[config.mk]
export PLATFORM = sky130hd
export DESIGN_NAME = mem_bus_fabric
export DESIGN_NICKNAME = d
export VERILOG_FILES = /design/src/rtl/bus_pkg.sv /design/src/rtl/rr_arbiter.sv /design/src/rtl/mem_bus_fabric.sv
export SDC_FILE = /design/constraint.sdc
export NUM_CORES = 1
export LEC_CHECK = 0
export BUFFER_PORTS_ARGS = -buffer_cell sky130_fd_sc_hd__buf_2
export CAP_MARGIN = 20
export CORE_ASPECT_RATIO = 1.25
export CORE_MARGIN = 2
export CORE_UTILIZATION = 39
export DETAILED_ROUTE_END_ITERATION = 16
export HOLD_SLACK_MARGIN = 0.05
export PLACE_DENSITY = 0.77
export SYNTH_ARGS = -nofsm -noshare
export SYNTH_HDL_FRONTEND = slang
export SYNTH_SLANG_ARGS = --single-unit
[constraint.sdc]
create_clock -name clk -period 3.05 [get_ports clk]
set_input_delay 0 -clock clk [delete_from_list [all_inputs] [get_ports clk]]
set_output_delay 0 -clock clk [all_outputs]
set_load 0.02 [all_outputs]
[src/rtl/bus_pkg.sv]
// Shared definitions for the memory bus fabric: target encoding, default map, address decode.
package bus_pkg;
   typedef enum logic [1:0] {TGT_ROM, TGT_RAM, TGT_RGB} tgt_e;

   localparam int unsigned DEF_RAM_BASE = 32'h0000_8000;
   localparam int unsigned DEF_RGB_ADDR = 32'h0000_FFFF;

   // The RGB register sits inside the RAM window, so it is matched first.
   function automatic tgt_e decode_tgt(input logic [31:0] addr,
                                       input logic [31:0] ram_base,
                                       input logic [31:0] rgb_addr);
      if (addr == rgb_addr) return TGT_RGB;
      if (addr >= ram_base) return TGT_RAM;
      return TGT_ROM;
   endfunction
endpackage

[src/rtl/rr_arbiter.sv]
// Round-robin arbiter: first request at or after i_ptr wins, wrapping; purely combinational.
// Zero latency; no backpressure of its own, the caller decides when a grant is consumed.
module rr_arbiter #(
   parameter  int NUM_MASTERS = 2,
   localparam int IDX_W = (NUM_MASTERS > 1) ? $clog2(NUM_MASTERS) : 1
) (
   input  logic [NUM_MASTERS-1:0] i_req,
   input  logic [IDX_W-1:0]       i_ptr,
   output logic [NUM_MASTERS-1:0] o_gnt,
   output logic [IDX_W-1:0]       o_idx,
   output logic                   o_any
);
   logic [IDX_W-1:0] w_cand;

   // Scan from the farthest candidate back towards i_ptr so the nearest one is written last.
   always_comb begin
      w_cand = '0;
      o_idx  = '0;
      o_any  = 1'b0;
      for (int k = NUM_MASTERS - 1; k >= 0; k--) begin
         w_cand = IDX_W'((int'(i_ptr) + k) % NUM_MASTERS);
         if (i_req[w_cand]) begin
            o_idx = w_cand;
            o_any = 1'b1;
         end
      end
      o_gnt = '0;
      if (o_any) o_gnt[o_idx] = 1'b1;
   end
endmodule

[src/rtl/mem_bus_fabric.sv]
// Round-robin fabric from NUM_MASTERS masters to ROM, RAM and an RGB register; issue in the grant cycle,
// completion one cycle later; masters hold m_req until granted. BUS_LOCK_EN enables m_lock bus locking.
module mem_bus_fabric
   import bus_pkg::*;
#(
   parameter int          NUM_MASTERS = 2,
   parameter int          ADDR_W      = 16,
   parameter int          DATA_W      = 16,
   parameter int unsigned RAM_BASE    = DEF_RAM_BASE,
   parameter int unsigned RGB_ADDR    = DEF_RGB_ADDR,
   parameter int          RGB_W       = 13
) (
   input  logic                          clk,
   input  logic                          reset,
   input  logic [NUM_MASTERS-1:0]        m_req,
   input  logic [NUM_MASTERS-1:0]        m_we,
   input  logic [NUM_MASTERS-1:0]        m_lock,
   input  logic [NUM_MASTERS*ADDR_W-1:0] m_addr,
   input  logic [NUM_MASTERS*DATA_W-1:0] m_wdata,
   output logic [NUM_MASTERS-1:0]        m_gnt,
   output logic [NUM_MASTERS-1:0]        m_rvalid,
   output logic [NUM_MASTERS-1:0]        m_err,
   output logic [DATA_W-1:0]             m_rdata,
   output logic [ADDR_W-1:0]             rom_addr,
   input  logic [DATA_W-1:0]             rom_rdata,
   output logic [ADDR_W-1:0]             ram_addr,
   output logic                          ram_we,
   output logic [DATA_W-1:0]             ram_wdata,
   input  logic [DATA_W-1:0]             ram_rdata,
   output logic [RGB_W-1:0]              rgb
);
   localparam int IDX_W = (NUM_MASTERS > 1) ? $clog2(NUM_MASTERS) : 1;

   logic [IDX_W-1:0]       r_rr_ptr, r_pend_idx;
   logic                   r_pend_vld, r_pend_we;
   tgt_e                   r_pend_tgt;
   logic [DATA_W-1:0]      r_pend_rgb;
   logic [RGB_W-1:0]       r_rgb;
   logic [ADDR_W-1:0]      r_last_addr;
   logic [DATA_W-1:0]      r_last_wdata;

   logic [NUM_MASTERS-1:0] w_req_eff, w_gnt;
   logic [IDX_W-1:0]       w_idx;
   logic                   w_any, w_issue, w_hold, w_we;
   logic [ADDR_W-1:0]      w_addr;
   logic [DATA_W-1:0]      w_wdata;
   tgt_e                   w_tgt;

`ifdef BUS_LOCK_EN
   logic             r_lock_vld;
   logic [IDX_W-1:0] r_lock_idx;
   logic             w_locked;

   // The lock holder stays the only candidate while it keeps both lock and request up.
   assign w_locked = r_lock_vld && m_req[r_lock_idx] && m_lock[r_lock_idx];
   assign w_hold   = w_issue && m_lock[w_idx];

   always_comb begin
      w_req_eff = m_req;
      if (w_locked) begin
         w_req_eff             = '0;
         w_req_eff[r_lock_idx] = 1'b1;
      end
   end

   always_ff @(posedge clk) begin
      if (reset) begin
         r_lock_vld <= 1'b0;
         r_lock_idx <= '0;
      end else begin
         r_lock_vld <= w_hold;
         if (w_issue) r_lock_idx <= w_idx;
      end
   end
`else
   logic w_unused_lock;
   assign w_unused_lock = ^m_lock;
   assign w_req_eff     = m_req;
   assign w_hold        = 1'b0;
`endif

   rr_arbiter #(.NUM_MASTERS(NUM_MASTERS)) u_arb (
      .i_req (w_req_eff),
      .i_ptr (r_rr_ptr),
      .o_gnt (w_gnt),
      .o_idx (w_idx),
      .o_any (w_any)
   );

   assign m_gnt   = w_gnt;
   assign w_issue = w_any && !reset;
   assign w_we    = m_we[w_idx];
   assign w_addr  = m_addr[w_idx*ADDR_W +: ADDR_W];
   assign w_wdata = m_wdata[w_idx*DATA_W +: DATA_W];
   assign w_tgt   = decode_tgt(32'(w_addr), 32'(RAM_BASE), 32'(RGB_ADDR));

   assign rom_addr  = w_issue ? w_addr  : r_last_addr;
   assign ram_addr  = w_issue ? w_addr  : r_last_addr;
   assign ram_wdata = w_issue ? w_wdata : r_last_wdata;
   assign ram_we    = w_issue && w_we && (w_tgt == TGT_RAM);
   assign rgb       = r_rgb;

   always_ff @(posedge clk) begin
      if (reset) begin
         r_rr_ptr     <= '0;
         r_pend_vld   <= 1'b0;
         r_pend_idx   <= '0;
         r_pend_we    <= 1'b0;
         r_pend_tgt   <= TGT_ROM;
         r_pend_rgb   <= '0;
         r_rgb        <= '0;
         r_last_addr  <= '0;
         r_last_wdata <= '0;
      end else begin
         r_pend_vld <= w_issue;
         if (w_issue) begin
            r_pend_idx   <= w_idx;
            r_pend_we    <= w_we;
            r_pend_tgt   <= w_tgt;
            r_pend_rgb   <= DATA_W'(r_rgb);
            r_last_addr  <= w_addr;
            r_last_wdata <= w_wdata;
            if (!w_hold) r_rr_ptr <= IDX_W'((int'(w_idx) + 1) % NUM_MASTERS);
            if (w_we && w_tgt == TGT_RGB) r_rgb <= w_wdata[RGB_W-1:0];
         end
      end
   end

   // Completion is squashed while reset is high so an in-flight read never surfaces.
   always_comb begin
      m_rvalid = '0;
      m_err    = '0;
      m_rdata  = '0;
      if (r_pend_vld && !reset) begin
         m_rvalid[r_pend_idx] = 1'b1;
         case (r_pend_tgt)
            TGT_ROM: begin
               if (r_pend_we) m_err[r_pend_idx] = 1'b1;
               else           m_rdata = rom_rdata;
            end
            TGT_RAM: if (!r_pend_we) m_rdata = ram_rdata;
            default: if (!r_pend_we) m_rdata = r_pend_rgb;
         endcase
      end
   end
endmodule

==> out/results.ini <==
[sta]
fin_skew_ns = 0.00516
min_period_ns = 2.32
final.setup.worst_slack_ns = 0.725
setup_violations = 0
worst_pin_slew_ns = 1.02
fin_setup_tns_ns = 0
finalHoldViolCount = 0
slew-limit-headroom_pct = 31.4
max_freq_mhz = 430
finalCritPeriodShare_pct = 76.2
rsz0062_at_grt = false
slew_violations = 0

[critical_path]
worst_ep_required_time_ns = 3.27
r2r_start = r_rr_ptr$_SDFFE_PP0P_
r2r_end = r_last_wdata[14]$_SDFF_PP0_
r2r_setup_slack_ns = 0.73
endpoint_kind = flop
cp_max_fo = 17
crit_slowest_cell = dlygate4sd3_1
cpPeakStageDelay_ns = 0.58
crit_type = reg2reg
cp_data_arrival_time_ns = 2.54
r2r_cells = 6
crit_path_start_kind = flop
worstPathCellList = nand2b_1, nand2_2, clkinv_1, nand2_1, a21oi_1, dlygate4sd3_1

[clocking]
cts_resized = 0
cts.path.max_buffers = 2
clock_latency_ns = 0.34
cts.sinks = 64
cts_tree = yes
root_buffer = clkbuf_8
cts_buffers = 9
cts_setup_buffers = 0
cts.clk_slew.worst_paths_ns = 0.06
h-tree-depth = 3

[final_layout]
final_cell_mix = buf_2 (185), dfxtp_1 (64), mux2i_1 (59)
fill_cells = 780
drive_above_1_share_pct = 37.9
finish.instance_area_mm2 = 0.00483
nNetsFinal = 678
final_common_cell = buf_2
syn_to_final_growth_pct = 40.6
finalNonFillerCells = 699

[place]
preCtsSetupSlack_ns = 1.07
port_buffers = 185
gp_congestion = 0.857
place_area_mm2 = 0.00428
post-dp-hpwl_mm = 7.43
place_inst = 650

[power]
leakagePower_uw = 0.00243
peakVddDrop_mv = 0.332
p_per_area_mw_per_mm2 = 472

[route]
drt-initial-drc-count = 196
routed_via_density = 5.09
wl_per_cell_um = 14.5
antenna_left = 0
drc = 0
drt-total-wl_mm = 10.1
first_pass_iters = 4
num_vias = 3558

[status]
outcome = finished, final reports clean

[min_path]
hold_depth = 3
min_to = r_last_addr[7]$_SDFF_PP0_
hp-class = in2reg
min_from = m_addr[23]

[synth]
synthArstFlopShare_pct = 0
synth_edf_count = 0
ys_seq_elements = 64
synthDistinctLibCells = 37
synth_area_per_cell_um2 = 8.88
synth.area.top_cells = dfxtp_1 (37%), mux2i_1 (17%), a21oi_1 (6.8%), nor2_1 (6.3%), a211oi_1 (5.0%)
ys_seq_area_share_pct = 37.3
yosysTopAreaCell = dfxtp_1
netlist_area_mm2 = 0.00344
ys.warnings.count = 0
synth_top_area_share_pct = 37.3
syn_nets = 491
syn_inst = 387
ys.flop_type = dfxtp_1

[global_routing]
grt_max_degree = 54
grt_overflow_total = 0
antenna_found_initial = 0
grt_first_pass_wirelength_mm = 15.3
grt_pass1_vias = 3343
grt_usage_pct = 20.4

[die]
core_area_mm2 = 0.00861
die_width_um = 88.0
ios = 188
die_y_um = 109
die_area_mm2 = 0.00958
fp-row-count = 38
start_util_pct = 39.9

[flow_run]
maxCapViolCount = 0

[how the worst max path moves through the flow]
stage                          startpoint  depth (start not counted)  slack, ns                           to
floorplan           r_rr_ptr$_SDFFE_PP0P_                          6       1.32                  rom_addr[0]
global placement    r_rr_ptr$_SDFFE_PP0P_                          6       1.11                  ram_addr[0]
detailed placement  r_rr_ptr$_SDFFE_PP0P_                          5       1.07   r_pend_tgt[0]$_SDFFE_PP0P_
CTS                 r_rr_ptr$_SDFFE_PP0P_                          6       0.69                  rom_addr[0]
global route        r_rr_ptr$_SDFFE_PP0P_                          6       0.53                  rom_addr[0]
finish              r_rr_ptr$_SDFFE_PP0P_                          6       0.73  r_last_wdata[14]$_SDFF_PP0_
[worst max-delay path: cells and delay by family, from the launching register on]
| kind | cells | cell delay [ns] |
|---|---|---|
| simple gates | 3 | 0.81 |
| buf+inv | 2 | 1.00 |
| flops | 1 | 0.33 |
| compound gates | 1 | 0.08 |
[cell type report]
| cell class | instances | area, µm² | area share (%) |
|---|---|---|---|
| multi-input combinational | 271 | 1850 | 38.3 |
| timing repair buffer | 223 | 1310 | 27.0 |
| sequential | 64 | 1280 | 26.5 |
| clock buffer | 12 | 155 | 3.21 |
| tap | 120 | 150 | 3.11 |
| clock inverter | 3 | 65.1 | 1.35 |
| inverter | 5 | 18.8 | 0.388 |
| antenna | 1 | 2.50 | 0.0518 |
[state kept, by name, summed over array words and instances (netlist names)]
| signal | flops |
|---|---|
| r_last_addr | 16 |
| r_last_wdata | 16 |
| r_pend_idx | 1 |
| r_pend_rgb | 13 |
| r_pend_tgt | 2 |
| r_pend_vld | 1 |
| r_pend_we | 1 |
| r_rr_ptr | 1 |
| rgb | 13 |
[cells in the mapped netlist, types with 2 or more instances]
library cell / instances
buf_6: 3
a21boi_0: 2
a22oi_1: 3
a22o_1: 13
nor2_1: 58
and2_1: 2
nand4_1: 7
buf_2: 15
a211oi_1: 23
nor2b_1: 2
inv_1: 3
nor3_1: 4
mux2i_1: 59
buf_4: 18
nand4b_1: 2
nand2_1: 8
a211oi_2: 6
o21ai_0: 5
clkbuf_1: 11
nand2b_1: 17
dfxtp_1: 64
a21oi_1: 47
[layer usage]
metal  share of wire [%]  routed length, µm  global-route usage, %
met3                 4.6                462                   3.03
met1                  43               4340                   24.4
met4                 3.9                392                   11.2
met5                   0                  0                      0
met2                  49               4910                   34.5
[cell families after synthesis]
kind of cell / share of synthesized area [%]
and+or+nand+nor: 16.0
AOI/OAI and AO/OA: 20.4
DFF: 37.3
muxes: 17.5
buffers and inverters: 8.85
[metrics by stage]
step	utilization (%)	hold WS, ns	power (µW)
finish	56.2	0.0828	2280
global route	56.1	0.107	2380
CTS	56.1	0.0694	2290
detailed placement	49.7	0.268	1440
global placement	49.7	0.260	1430
floorplan	-	0.110	1290
[repair_timing]
item / in CTS / in global routing
endpoints found under the setup margin: 0 / 0
hold buffers: 33 / 0
endpoints found under the hold margin: 17 / 0
[power breakdown]
| group | switching, µW | internal (µW) | total (µW) |
|---|---|---|---|
| sequential | 20.2 | 874 | 895 |
| clock | 314 | 499 | 813 |
| combinational | 335 | 239 | 574 |
| total | 669 | 1610 | 2280 |
No activity file was read; power rests on OpenSTA's default activity.
